File: config.mk
export PLATFORM = sky130hd
export DESIGN_NAME = mips_multicycle_ctrl_flat
export DESIGN_NICKNAME = d
export VERILOG_FILES = /design/src/rtl/mips_ctrl_pkg.sv /design/src/rtl/mips_multicycle_ctrl_if.sv /design/src/rtl/mips_alu_decoder.sv /design/src/rtl/mips_multicycle_ctrl.sv /design/src/flat_wrapper.sv
export SDC_FILE = /design/constraint.sdc
export NUM_CORES = 1
export LEC_CHECK = 0
export ABC_AREA = 1
export CORE_UTILIZATION = 45
export CTS_CLUSTER_DIAMETER = 30
export DETAILED_ROUTE_END_ITERATION = 6
export PLACE_DENSITY_LB_ADDON = 0.15
export SLEW_MARGIN = 20
export SYNTH_ARGS = -nofsm -noshare
export SYNTH_HDL_FRONTEND = slang
export SYNTH_SLANG_ARGS = --single-unit
File: constraint.sdc
create_clock -name clk -period 4.75 [get_ports clk]
set_input_delay 0.95 -clock clk [delete_from_list [all_inputs] [get_ports clk]]
set_output_delay 0.95 -clock clk [all_outputs]
set_load 0.02 [all_outputs]
File: src/rtl/mips_ctrl_pkg.sv
// Shared definitions for the multicycle MIPS controller: opcodes, functs,
// ALU operation codes, FSM states and instruction classes.
package mips_ctrl_pkg;

  localparam logic [5:0] OP_RTYPE = 6'b000000;
  localparam logic [5:0] OP_J     = 6'b000010;
  localparam logic [5:0] OP_JAL   = 6'b000011;
  localparam logic [5:0] OP_BEQ   = 6'b000100;
  localparam logic [5:0] OP_BNE   = 6'b000101;
  localparam logic [5:0] OP_ADDI  = 6'b001000;
  localparam logic [5:0] OP_ADDIU = 6'b001001;
  localparam logic [5:0] OP_SLTI  = 6'b001010;
  localparam logic [5:0] OP_SLTIU = 6'b001011;
  localparam logic [5:0] OP_ANDI  = 6'b001100;
  localparam logic [5:0] OP_ORI   = 6'b001101;
  localparam logic [5:0] OP_XORI  = 6'b001110;
  localparam logic [5:0] OP_LUI   = 6'b001111;
  localparam logic [5:0] OP_LW    = 6'b100011;
  localparam logic [5:0] OP_SW    = 6'b101011;

  localparam logic [5:0] F_SLL     = 6'b000000;
  localparam logic [5:0] F_SRL     = 6'b000010;
  localparam logic [5:0] F_SRA     = 6'b000011;
  localparam logic [5:0] F_SLLV    = 6'b000100;
  localparam logic [5:0] F_SRLV    = 6'b000110;
  localparam logic [5:0] F_SRAV    = 6'b000111;
  localparam logic [5:0] F_JR      = 6'b001000;
  localparam logic [5:0] F_SYSCALL = 6'b001100;
  localparam logic [5:0] F_MFHI    = 6'b010000;
  localparam logic [5:0] F_MFLO    = 6'b010010;
  localparam logic [5:0] F_MULT    = 6'b011000;
  localparam logic [5:0] F_ADD     = 6'b100000;
  localparam logic [5:0] F_ADDU    = 6'b100001;
  localparam logic [5:0] F_SUB     = 6'b100010;
  localparam logic [5:0] F_SUBU    = 6'b100011;
  localparam logic [5:0] F_AND     = 6'b100100;
  localparam logic [5:0] F_OR      = 6'b100101;
  localparam logic [5:0] F_XOR     = 6'b100110;
  localparam logic [5:0] F_NOR     = 6'b100111;
  localparam logic [5:0] F_SLT     = 6'b101010;
  localparam logic [5:0] F_SLTU    = 6'b101011;

  localparam logic [5:0] ALU_ADD  = 6'b000000;
  localparam logic [5:0] ALU_SUB  = 6'b000001;
  localparam logic [5:0] ALU_AND  = 6'b000010;
  localparam logic [5:0] ALU_OR   = 6'b000011;
  localparam logic [5:0] ALU_XOR  = 6'b000100;
  localparam logic [5:0] ALU_SLL  = 6'b000101;
  localparam logic [5:0] ALU_SRL  = 6'b000110;
  localparam logic [5:0] ALU_SRA  = 6'b000111;
  localparam logic [5:0] ALU_SLT  = 6'b001000;
  localparam logic [5:0] ALU_SLTU = 6'b001001;
  localparam logic [5:0] ALU_NOR  = 6'b001010;
  localparam logic [5:0] ALU_SLLV = 6'b001011;
  localparam logic [5:0] ALU_SRLV = 6'b001100;
  localparam logic [5:0] ALU_SRAV = 6'b001101;
  localparam logic [5:0] ALU_LUI  = 6'b001110;
  localparam logic [5:0] ALU_JR   = 6'b001111;

  localparam logic [1:0] SRCB_RB     = 2'd0;
  localparam logic [1:0] SRCB_FOUR   = 2'd1;
  localparam logic [1:0] SRCB_IMM    = 2'd2;
  localparam logic [1:0] SRCB_IMM_SH = 2'd3;

  localparam logic [1:0] PCSRC_ALU    = 2'd0;
  localparam logic [1:0] PCSRC_ALUOUT = 2'd1;
  localparam logic [1:0] PCSRC_JUMP   = 2'd2;
  localparam logic [1:0] PCSRC_RA     = 2'd3;

  typedef enum logic [3:0] {
    ST_IDLE, ST_FETCH, ST_DECODE, ST_EXEC_R, ST_EXEC_I, ST_MEM_ADDR,
    ST_MEM_RD, ST_MEM_WR, ST_WB_R, ST_WB_I, ST_WB_MEM, ST_BRANCH,
    ST_JUMP, ST_MULT_WAIT, ST_HALT
  } state_t;

  typedef enum logic [3:0] {
    CLS_ILLEGAL, CLS_R_ALU, CLS_I_ALU, CLS_LW, CLS_SW, CLS_BEQ, CLS_BNE,
    CLS_J, CLS_JAL, CLS_JR, CLS_MULT, CLS_MFHI, CLS_MFLO, CLS_SYSCALL
  } instr_class_t;

endpackage

File: src/rtl/mips_multicycle_ctrl_if.sv
// Shared memory-port handshake between the controller and the datapath memory.
interface mips_multicycle_ctrl_if;
  logic mem_read;
  logic mem_write;
  logic i_or_d;
  logic mem_ready;

  modport master (output mem_read, output mem_write, output i_or_d, input mem_ready);
  modport slave  (input mem_read, input mem_write, input i_or_d, output mem_ready);
endinterface

File: src/rtl/mips_alu_decoder.sv
// Combinational instruction decoder: {opcode, funct} to ALU operation and
// instruction class used by the sequencing FSM.
module mips_alu_decoder
  import mips_ctrl_pkg::*;
(
  input  logic [5:0]   opcode,
  input  logic [5:0]   funct,
  output logic [5:0]   alu_ctl,
  output instr_class_t instr_class
);

  always_comb begin
    alu_ctl     = ALU_ADD;
    instr_class = CLS_ILLEGAL;
    case (opcode)
      OP_RTYPE: begin
        instr_class = CLS_R_ALU;
        case (funct)
          F_ADD, F_ADDU: alu_ctl = ALU_ADD;
          F_SUB, F_SUBU: alu_ctl = ALU_SUB;
          F_AND:         alu_ctl = ALU_AND;
          F_OR:          alu_ctl = ALU_OR;
          F_XOR:         alu_ctl = ALU_XOR;
          F_NOR:         alu_ctl = ALU_NOR;
          F_SLT:         alu_ctl = ALU_SLT;
          F_SLTU:        alu_ctl = ALU_SLTU;
          F_SLL:         alu_ctl = ALU_SLL;
          F_SRL:         alu_ctl = ALU_SRL;
          F_SRA:         alu_ctl = ALU_SRA;
          F_SLLV:        alu_ctl = ALU_SLLV;
          F_SRLV:        alu_ctl = ALU_SRLV;
          F_SRAV:        alu_ctl = ALU_SRAV;
          F_JR: begin
            alu_ctl     = ALU_JR;
            instr_class = CLS_JR;
          end
          F_MULT:    instr_class = CLS_MULT;
          F_MFHI:    instr_class = CLS_MFHI;
          F_MFLO:    instr_class = CLS_MFLO;
          F_SYSCALL: instr_class = CLS_SYSCALL;
          default:   instr_class = CLS_ILLEGAL;
        endcase
      end
      OP_ADDI, OP_ADDIU: begin alu_ctl = ALU_ADD;  instr_class = CLS_I_ALU; end
      OP_SLTI:           begin alu_ctl = ALU_SLT;  instr_class = CLS_I_ALU; end
      OP_SLTIU:          begin alu_ctl = ALU_SLTU; instr_class = CLS_I_ALU; end
      OP_ANDI:           begin alu_ctl = ALU_AND;  instr_class = CLS_I_ALU; end
      OP_ORI:            begin alu_ctl = ALU_OR;   instr_class = CLS_I_ALU; end
      OP_XORI:           begin alu_ctl = ALU_XOR;  instr_class = CLS_I_ALU; end
      OP_LUI:            begin alu_ctl = ALU_LUI;  instr_class = CLS_I_ALU; end
      OP_LW:             instr_class = CLS_LW;
      OP_SW:             instr_class = CLS_SW;
      OP_BEQ:            begin alu_ctl = ALU_SUB;  instr_class = CLS_BEQ; end
      OP_BNE:            begin alu_ctl = ALU_SUB;  instr_class = CLS_BNE; end
      OP_J:              instr_class = CLS_J;
      OP_JAL:            instr_class = CLS_JAL;
      default:           instr_class = CLS_ILLEGAL;
    endcase
  end

endmodule

File: src/rtl/mips_multicycle_ctrl.sv
// Multicycle MIPS control FSM: sequences each instruction through the shared
// memory port and ALU, with memory-ready waits and a multiplier stall.
module mips_multicycle_ctrl
  import mips_ctrl_pkg::*;
#(
  parameter int MULT_LATENCY = 4,
  parameter int ALUCTL_W     = 6
) (
  input  logic                    clk,
  input  logic                    rst_n,
  mips_multicycle_ctrl_if.master  mem,
  input  logic [5:0]              opcode,
  input  logic [5:0]              funct,
  input  logic                    zero,
  input  logic                    resume,
  output logic                    pc_write,
  output logic                    ir_write,
  output logic                    reg_write,
  output logic                    reg_dst,
  output logic                    mem_to_reg,
  output logic                    alu_src_a,
  output logic [1:0]              alu_src_b,
  output logic [1:0]              pc_src,
  output logic [ALUCTL_W-1:0]     alu_control,
  output logic                    start_mult,
  output logic                    mfhi_sel,
  output logic                    mflo_sel,
  output logic                    jal,
  output logic                    halted,
  output logic                    illegal
);

  localparam logic [7:0] CNT_LOAD = 8'(MULT_LATENCY - 1);

  state_t       state_reg;
  instr_class_t cls_reg;
  logic [5:0]   alu_ctl_reg;
  logic [7:0]   mult_cnt_reg;
  logic         illegal_reg;

  logic [5:0]   dec_alu_ctl;
  instr_class_t dec_class;
  logic [5:0]   alu_sel;
  logic         i_or_d;
  logic         mem_read;
  logic         mem_write;

  mips_alu_decoder u_dec (
    .opcode      (opcode),
    .funct       (funct),
    .alu_ctl     (dec_alu_ctl),
    .instr_class (dec_class)
  );

  // The instruction class is latched in DECODE so later states never depend
  // on the IR inputs directly.
  always_ff @(posedge clk or negedge rst_n) begin
    if (!rst_n) begin
      state_reg    <= ST_IDLE;
      cls_reg      <= CLS_ILLEGAL;
      alu_ctl_reg  <= ALU_ADD;
      mult_cnt_reg <= 8'd0;
      illegal_reg  <= 1'b0;
    end else begin
      illegal_reg <= 1'b0;
      case (state_reg)
        ST_IDLE:  state_reg <= ST_FETCH;
        ST_FETCH: if (mem.mem_ready) state_reg <= ST_DECODE;
        ST_DECODE: begin
          cls_reg     <= dec_class;
          alu_ctl_reg <= dec_alu_ctl;
          case (dec_class)
            CLS_R_ALU:              state_reg <= ST_EXEC_R;
            CLS_I_ALU:              state_reg <= ST_EXEC_I;
            CLS_LW, CLS_SW:         state_reg <= ST_MEM_ADDR;
            CLS_BEQ, CLS_BNE:       state_reg <= ST_BRANCH;
            CLS_J, CLS_JAL, CLS_JR: state_reg <= ST_JUMP;
            CLS_MULT: begin
              state_reg    <= ST_MULT_WAIT;
              mult_cnt_reg <= CNT_LOAD;
            end
            CLS_MFHI, CLS_MFLO:     state_reg <= ST_WB_R;
            CLS_SYSCALL:            state_reg <= ST_HALT;
            default: begin
              state_reg   <= ST_FETCH;
              illegal_reg <= 1'b1;
            end
          endcase
        end
        ST_EXEC_R:   state_reg <= ST_WB_R;
        ST_EXEC_I:   state_reg <= ST_WB_I;
        ST_MEM_ADDR: state_reg <= (cls_reg == CLS_LW) ? ST_MEM_RD : ST_MEM_WR;
        ST_MEM_RD:   if (mem.mem_ready) state_reg <= ST_WB_MEM;
        ST_MEM_WR:   if (mem.mem_ready) state_reg <= ST_FETCH;
        ST_WB_R, ST_WB_I, ST_WB_MEM, ST_BRANCH, ST_JUMP:
          state_reg <= ST_FETCH;
        ST_MULT_WAIT: begin
          if (mult_cnt_reg == 8'd0) state_reg <= ST_FETCH;
          else                      mult_cnt_reg <= mult_cnt_reg - 8'd1;
        end
        ST_HALT: if (resume) state_reg <= ST_FETCH;
        default: state_reg <= ST_IDLE;
      endcase
    end
  end

  // Moore decode of the state register; only the FETCH strobes (mem_ready)
  // and the BRANCH pc_write (zero) look at live inputs.
  always_comb begin
    pc_write   = 1'b0;
    ir_write   = 1'b0;
    i_or_d     = 1'b0;
    mem_read   = 1'b0;
    mem_write  = 1'b0;
    reg_write  = 1'b0;
    reg_dst    = 1'b0;
    mem_to_reg = 1'b0;
    alu_src_a  = 1'b0;
    alu_src_b  = SRCB_RB;
    pc_src     = PCSRC_ALU;
    alu_sel    = ALU_ADD;
    start_mult = 1'b0;
    mfhi_sel   = 1'b0;
    mflo_sel   = 1'b0;
    jal        = 1'b0;
    halted     = 1'b0;
    case (state_reg)
      ST_FETCH: begin
        mem_read  = 1'b1;
        alu_src_b = SRCB_FOUR;
        ir_write  = mem.mem_ready;
        pc_write  = mem.mem_ready;
      end
      ST_DECODE: alu_src_b = SRCB_IMM_SH;
      ST_EXEC_R: begin
        alu_src_a = 1'b1;
        alu_sel   = alu_ctl_reg;
      end
      ST_EXEC_I: begin
        alu_src_a = 1'b1;
        alu_src_b = SRCB_IMM;
        alu_sel   = alu_ctl_reg;
      end
      ST_MEM_ADDR: begin
        alu_src_a = 1'b1;
        alu_src_b = SRCB_IMM;
      end
      ST_MEM_RD: begin
        i_or_d   = 1'b1;
        mem_read = 1'b1;
      end
      ST_MEM_WR: begin
        i_or_d    = 1'b1;
        mem_write = 1'b1;
      end
      ST_WB_R: begin
        reg_write = 1'b1;
        reg_dst   = 1'b1;
        mfhi_sel  = (cls_reg == CLS_MFHI);
        mflo_sel  = (cls_reg == CLS_MFLO);
      end
      ST_WB_I: reg_write = 1'b1;
      ST_WB_MEM: begin
        reg_write  = 1'b1;
        mem_to_reg = 1'b1;
      end
      ST_BRANCH: begin
        alu_src_a = 1'b1;
        alu_sel   = ALU_SUB;
        pc_src    = PCSRC_ALUOUT;
        pc_write  = (cls_reg == CLS_BNE) ? ~zero : zero;
      end
      ST_JUMP: begin
        pc_write  = 1'b1;
        pc_src    = (cls_reg == CLS_JR) ? PCSRC_RA : PCSRC_JUMP;
        jal       = (cls_reg == CLS_JAL);
        reg_write = (cls_reg == CLS_JAL);
      end
      ST_MULT_WAIT: start_mult = (mult_cnt_reg == CNT_LOAD);
      ST_HALT:      halted = 1'b1;
      default: ;
    endcase
  end

  assign mem.i_or_d    = i_or_d;
  assign mem.mem_read  = mem_read;
  assign mem.mem_write = mem_write;
  assign alu_control   = ALUCTL_W'(alu_sel);
  assign illegal       = illegal_reg;

endmodule

File: src/flat_wrapper.sv
// flat-port wrapper written by rule: the top's interface ports become plain ports
module mips_multicycle_ctrl_flat import mips_ctrl_pkg::*;
#(
  parameter int MULT_LATENCY = 4,
  parameter int ALUCTL_W     = 6
)
  (clk, rst_n, opcode, funct, zero, resume, pc_write, ir_write, reg_write, reg_dst, mem_to_reg, alu_src_a, alu_src_b, pc_src, alu_control, start_mult, mfhi_sel, mflo_sel, jal, halted, illegal, mem_mem_read, mem_mem_write, mem_i_or_d, mem_mem_ready);
  mips_multicycle_ctrl_if mem_i ();
  input  logic clk;
  input  logic rst_n;
  input  logic [5:0] opcode;
  input  logic [5:0] funct;
  input  logic zero;
  input  logic resume;
  output logic pc_write;
  output logic ir_write;
  output logic reg_write;
  output logic reg_dst;
  output logic mem_to_reg;
  output logic alu_src_a;
  output logic [1:0] alu_src_b;
  output logic [1:0] pc_src;
  output logic [ALUCTL_W-1:0] alu_control;
  output logic start_mult;
  output logic mfhi_sel;
  output logic mflo_sel;
  output logic jal;
  output logic halted;
  output logic illegal;
  output wire logic [$bits(mem_i.mem_read)-1:0] mem_mem_read;
  output wire logic [$bits(mem_i.mem_write)-1:0] mem_mem_write;
  output wire logic [$bits(mem_i.i_or_d)-1:0] mem_i_or_d;
  input wire logic [$bits(mem_i.mem_ready)-1:0] mem_mem_ready;
  assign mem_mem_read = mem_i.mem_read;
  assign mem_mem_write = mem_i.mem_write;
  assign mem_i_or_d = mem_i.i_or_d;
  assign mem_i.mem_ready = mem_mem_ready;
  mips_multicycle_ctrl #(.MULT_LATENCY(MULT_LATENCY), .ALUCTL_W(ALUCTL_W)) u_core (.clk(clk), .rst_n(rst_n), .mem(mem_i), .opcode(opcode), .funct(funct), .zero(zero), .resume(resume), .pc_write(pc_write), .ir_write(ir_write), .reg_write(reg_write), .reg_dst(reg_dst), .mem_to_reg(mem_to_reg), .alu_src_a(alu_src_a), .alu_src_b(alu_src_b), .pc_src(pc_src), .alu_control(alu_control), .start_mult(start_mult), .mfhi_sel(mfhi_sel), .mflo_sel(mflo_sel), .jal(jal), .halted(halted), .illegal(illegal));
endmodule
* Word level (Yosys, flattened, before mapping) *
Cells that the tools add are included.

word-level totals
  register bits = 23
  bits of input ports = 17
  output and inout bits = 25
  word-level logic and storage cells = 141

cells by class
  $add $sub $neg = 1
  equality and inequality tests = 75
  mux-type cells = 36
  bitwise gates (word level) = 1
  reductions and logical operators = 23

operator list
  cell                                                             count
  4-bit one-hot mux with 8 select lines                            3
  6-bit == test, second input constant                             12
  4-bit == test, second input constant                             17
  6-bit by 4-bit == test with 1-bit output, second input constant  10
  4-bit one-hot mux with 14 select lines                           1
  4-bit one-hot mux with 10 select lines                           1
  4-bit by 3-bit == test with 1-bit output, second input constant  9
  6-bit by 3-bit == test with 1-bit output, second input constant  5
  6-bit by 2-bit == test with 1-bit output, second input constant  4
  4-bit one-hot mux with 6 select lines                            1
  4-bit by 2-bit == test with 1-bit output, second input constant  5
  4-bit two-way mux                                                5
  6-bit by 5-bit == test with 1-bit output, second input constant  3
  2-bit OR reduction                                               9
  1-bit two-way mux                                                17
  8-bit two-way mux                                                2
  8-bit one-hot mux with 2 select lines                            1
  16-bit OR reduction                                              1
  13-bit OR reduction                                              1
  6-bit logical NOT                                                2
  2-bit != test, second input constant                             6
  6-bit one-hot mux with 2 select lines                            1
  4-bit by 1-bit == test with 1-bit output, second input constant  2
  8-bit by 2-bit == test with 1-bit output, second input constant  1
  16 further kinds                                                 17

* Longest topological paths before layout *
  word-level depth = 8
  gate-level depth with buffers = 14
  depth with buffers taken out = 14

* Hierarchy *
A second synthesis with hierarchy kept.

unflattened totals
  cell total of the unflattened synthesis = 344
  area total of the unflattened synthesis = 2135.8 µm²

modules (own cells, without submodules)
  module                instances  cells each  area an instance (µm²)  sequential area each (µm²)
  mips_multicycle_ctrl  1          238         1579.0                  575.6
  mips_alu_decoder      1          106         556.8                   0.0

* Worst setup path after synthesis *
No wires, ideal clock.

  path type = register to output
  from = reg u_core.state_reg[2]
  to = out mflo_sel
  data arrival time = 1639 ps
  data required time = 3800 ps
  setup slack = 2161 ps
  stages on the path, launching flop included = 6
  buffers on the path = 0
  cells stage by stage = dfrtp_1 > inv_1 > nand2_1 > nor2_1 > inv_1 > nor4_1

on the way
  longest elaborated chain between the ends = 2

RTL lines
  element                   line                         source
  start: declaration        mips_multicycle_ctrl.sv:35   state_t state_reg;
  start signal: assignment  mips_multicycle_ctrl.sv:92   ST_MEM_ADDR: state_reg <= (cls_reg == CLS_LW) ? ST_MEM_RD : ST_MEM_WR;
  4-bit == test             mips_multicycle_ctrl.sv:127  case (state_reg)
  1-bit two-way mux         mips_multicycle_ctrl.sv:127
  end: declaration          flat_wrapper.sv:26           output logic mflo_sel;

No other way between the ends.

* Worst setup path after layout *
  from = in zero
  to = out pc_write

on the way
  longest elaborated chain between the ends = 3

RTL lines
  element                                  line                         source
  start: declaration                       flat_wrapper.sv:13           input logic zero;
  1-bit inverter                           mips_multicycle_ctrl.sv:171  pc_write = (cls_reg == CLS_BNE) ? ~zero : zero;
  1-bit two-way mux *                      mips_multicycle_ctrl.sv:171
  1-bit one-hot mux with 3 select lines *  mips_multicycle_ctrl.sv:127
  end: declaration                         flat_wrapper.sv:15           output logic pc_write;

Every way passes the cells marked *; elsewhere a longest branch is shown, timed or not.

==> run metrics <==
outcome finished, final reports clean; gpl congestion 0.884; Worst Path Required 3800 ps; Die Ht 67.8 um; clk sink count 21; total power 0.836 mW; fin. max-slew vios 0; crit start category input port; clk_lat worst skew 260 ps; Worst Tran Pin Value 592 ps; number of flops mapped to enable cells by yosys 0; Synth Area in XOR/XNOR 3.15%; RSZ-0062 raised after global routing no; vias per inst 5.21; reg-to-reg slack, setup 2600 ps; Yosys cell types 38; Critical Path AT 2450 ps; hold path endpoint u_core.alu_ctl_reg[2]$_DFFE_PN0P_; remaining antenna violation count 0; Worst Hold Launch u_core.alu_ctl_reg[2]$_DFFE_PN0P_; H-tree Lvls 1; Slew headroom 60.5%; num rows 23; Synth Area in Compound Gates 13.2%; core box area 4090 um^2; Post-Synth Adder-Cell Area 1.93%; Pleak 1.22 nW; CP max FO 2; fmax 0.294 GHz; Combinational Power Share 55.5%; CTS Buf Count 3; Total Neg Setup Slack 0 ps; Netlist Area Pre-Place 1950 um^2; postcts setup bufs 0; IR drop worst, VDD 318 uV; Min Clock Period, post-route 3400 ps; Final period util 71.5%; kind of critical path in -> out; asr flop ratio synth 100%; CTS Hold Bufs 0; Iteration-0 DRC Markers 192; Synth Warn # 0; Chip Width 67.8 um; largest net degree at the start of global routing 22; NumNets Final 374; CP Capture Type output pin; Root Buffer clkbuf_8; Reg clk slew, reported paths 80 ps; prevailing post-synth register cell dfrtp_1; most common cell after layout, fill and taps aside nand2_1; PwrDens 347 nW/um^2; Largest register FFs 8; CP Cell Sequence clkdlybuf4s50_1 > or2_2 > a311o_1 > clkdlybuf4s50_1; Int Power 0.453 mW; Crit Reg-Reg Endpoint u_core.mult_cnt_reg[6]$_DFFE_PN0P_; DR WL/cell 11.9 um; final setup fails 0; initial antenna violation count 0; TritonCTS clock tree done; commonest cells after routing, fill and taps aside nand2_1 (73), nor2_1 (53), inv_1 (47); Post-Synth Simple-Gate Area 43.5%; ANT cells 0; most frequent CP cell clkdlybuf4s50_1; die area 4590 um^2; CTS max path bufs 2; switching part of the total 45.9%; share of cells above drive strength 1 5.67%; largest family of logic cells by synthesized area simple AND/OR/NAND/NOR gates; first-pass GRT wire length 7800 um; Buf/Inv on CP 2; IO Count 42; Cells after Synth 313; DR pass1 iterations 4; worst flop-to-flop path startpoint u_core.state_reg[2]$_DFFE_PN0P_; crit-path max cell delay 540 ps; post-cts gate resize count 0; grt ovf 0; CP max-delay cell clkdlybuf4s50_1; Total Wirelength 4790 um; Starting Density 47.6%; Clk pwr share 14.2%; layout overhead on the synthesized area 23.8%; cell family with most CP delay buffers and inverters; final hold vios 0; Psw 0.384 mW; GRT Total Usage 22.2%; max-capacitance violation count 0; Filler Cell Count 454; Reg power frac 30.3%; mux contribution to synthesized area 0%; hold depth 2; syn_area_per_cell 6.22 um^2; vias in the first global route 1,828; Port Buffer Count 39; #FFs+latches synth 21; worst min path class reg -> reg; register area share after synthesis 27.0%; drt drc 0; clk_skew 2.69 ps; routed vias 2,098; hpwl dp 3700 um; Levels on crit path 4; FF-to-FF path depth 8
-- worst max-delay path by stage --
| stage | from | slack, ps | endpoint |
|---|---|---|---|
| finish | zero | 1350 | pc_write |
| global route | u_core.state_reg[2]$_DFFE_PN0P_ | 1110 | alu_src_b[1] |
| CTS | zero | 1350 | pc_write |
| detailed placement | zero | 1350 | pc_write |
| global placement | zero | 1370 | pc_write |
| floorplan | u_core.state_reg[2]$_DFFE_PN0P_ | 2160 | mflo_sel |
-- through the flow --
stage          util (%)  area [um^2]  hold slack [ps]  worst slack, ps  instances
4_1_cts            59.1         2420              515             1350        403
5_1_grt            59.0         2410              565             1110        403
2_1_floorplan         -         1950              453             2160        314
3_5_place_dp       58.0         2370              491             1350        399
6_report           59.0         2410              521             1350        403
3_3_place_gp       58.0         2370              491             1370        399
-- worst register-to-register path, stage by stage, from the launching register on --
cell     delay [ps]
dfrtp_1         450
nor2_1          200
inv_1            90
nor2_2          490
inv_1           210
or2_4           330
nand2_4         140
nand3_1         110
o21ai_2          80
-- synthesized netlist by cell type (all sizes together) (2+ instances only) --
cell / instances / share of area, %
a21oi: 7 / 1.8
buf: 3 / 1.5
o211ai: 2 / 0.77
xor2: 7 / 3.1
o21ai: 23 / 6.3
dfrtp: 21 / 27
nand3: 35 / 9.5
nand2: 76 / 15
nand4: 8 / 2.6
ha: 3 / 1.9
nor3: 4 / 1.9
a31oi: 2 / 0.64
o31ai: 3 / 1.2
or2: 2 / 0.77
nor2: 56 / 12
nand3b: 3 / 1.2
inv: 48 / 9.3
nor4: 2 / 0.64
-- routing by layer --
| metal | routed length (um) | global-route usage [%] | vias to the layer above |
|---|---|---|---|
| met4 | 44 | 3.91 | 0 |
| met2 | 2100 | 36.4 | 66 |
| met1 | 2390 | 30.4 | 931 |
| met3 | 267 | 4.56 | 4 |
| met5 | 0 | 0 | - |
| li1 | - | - | 1097 |
-- cell type report --
cell class | instances | area (um^2) | share of cell area (%)
Tap cell | 50 | 62.6 | 2.59
Timing Repair Buffer | 39 | 385 | 16.0
Multi-Input combinational cell | 241 | 1210 | 50.2
Inverter | 48 | 180 | 7.47
Clock inverter | 1 | 5.00 | 0.208
Sequential cell | 21 | 526 | 21.8
Clock buffer | 3 | 41.3 | 1.71
-- kinds of logic after synthesis --
kind of cell               count (synthesis)
adders and majority gates                  3
xor gates and xnor gates                   7
and+or+nand+nor                          186
other                                      1
buffers and inverters                     52
DFF                                       21
AOI/OAI and AO/OA                         43
-- power by group through the flow --
stage	sequential (mW)	combinational (mW)	clock [mW]
final	0.254	0.464	0.119
after global routing	0.258	0.515	0.128
after CTS	0.252	0.464	0.124
after detailed placement	0.254	0.462	0
after global placement	0.255	0.462	0
after floorplan	0.252	0.293	0
No activity file was read; power rests on OpenSTA's default activity.
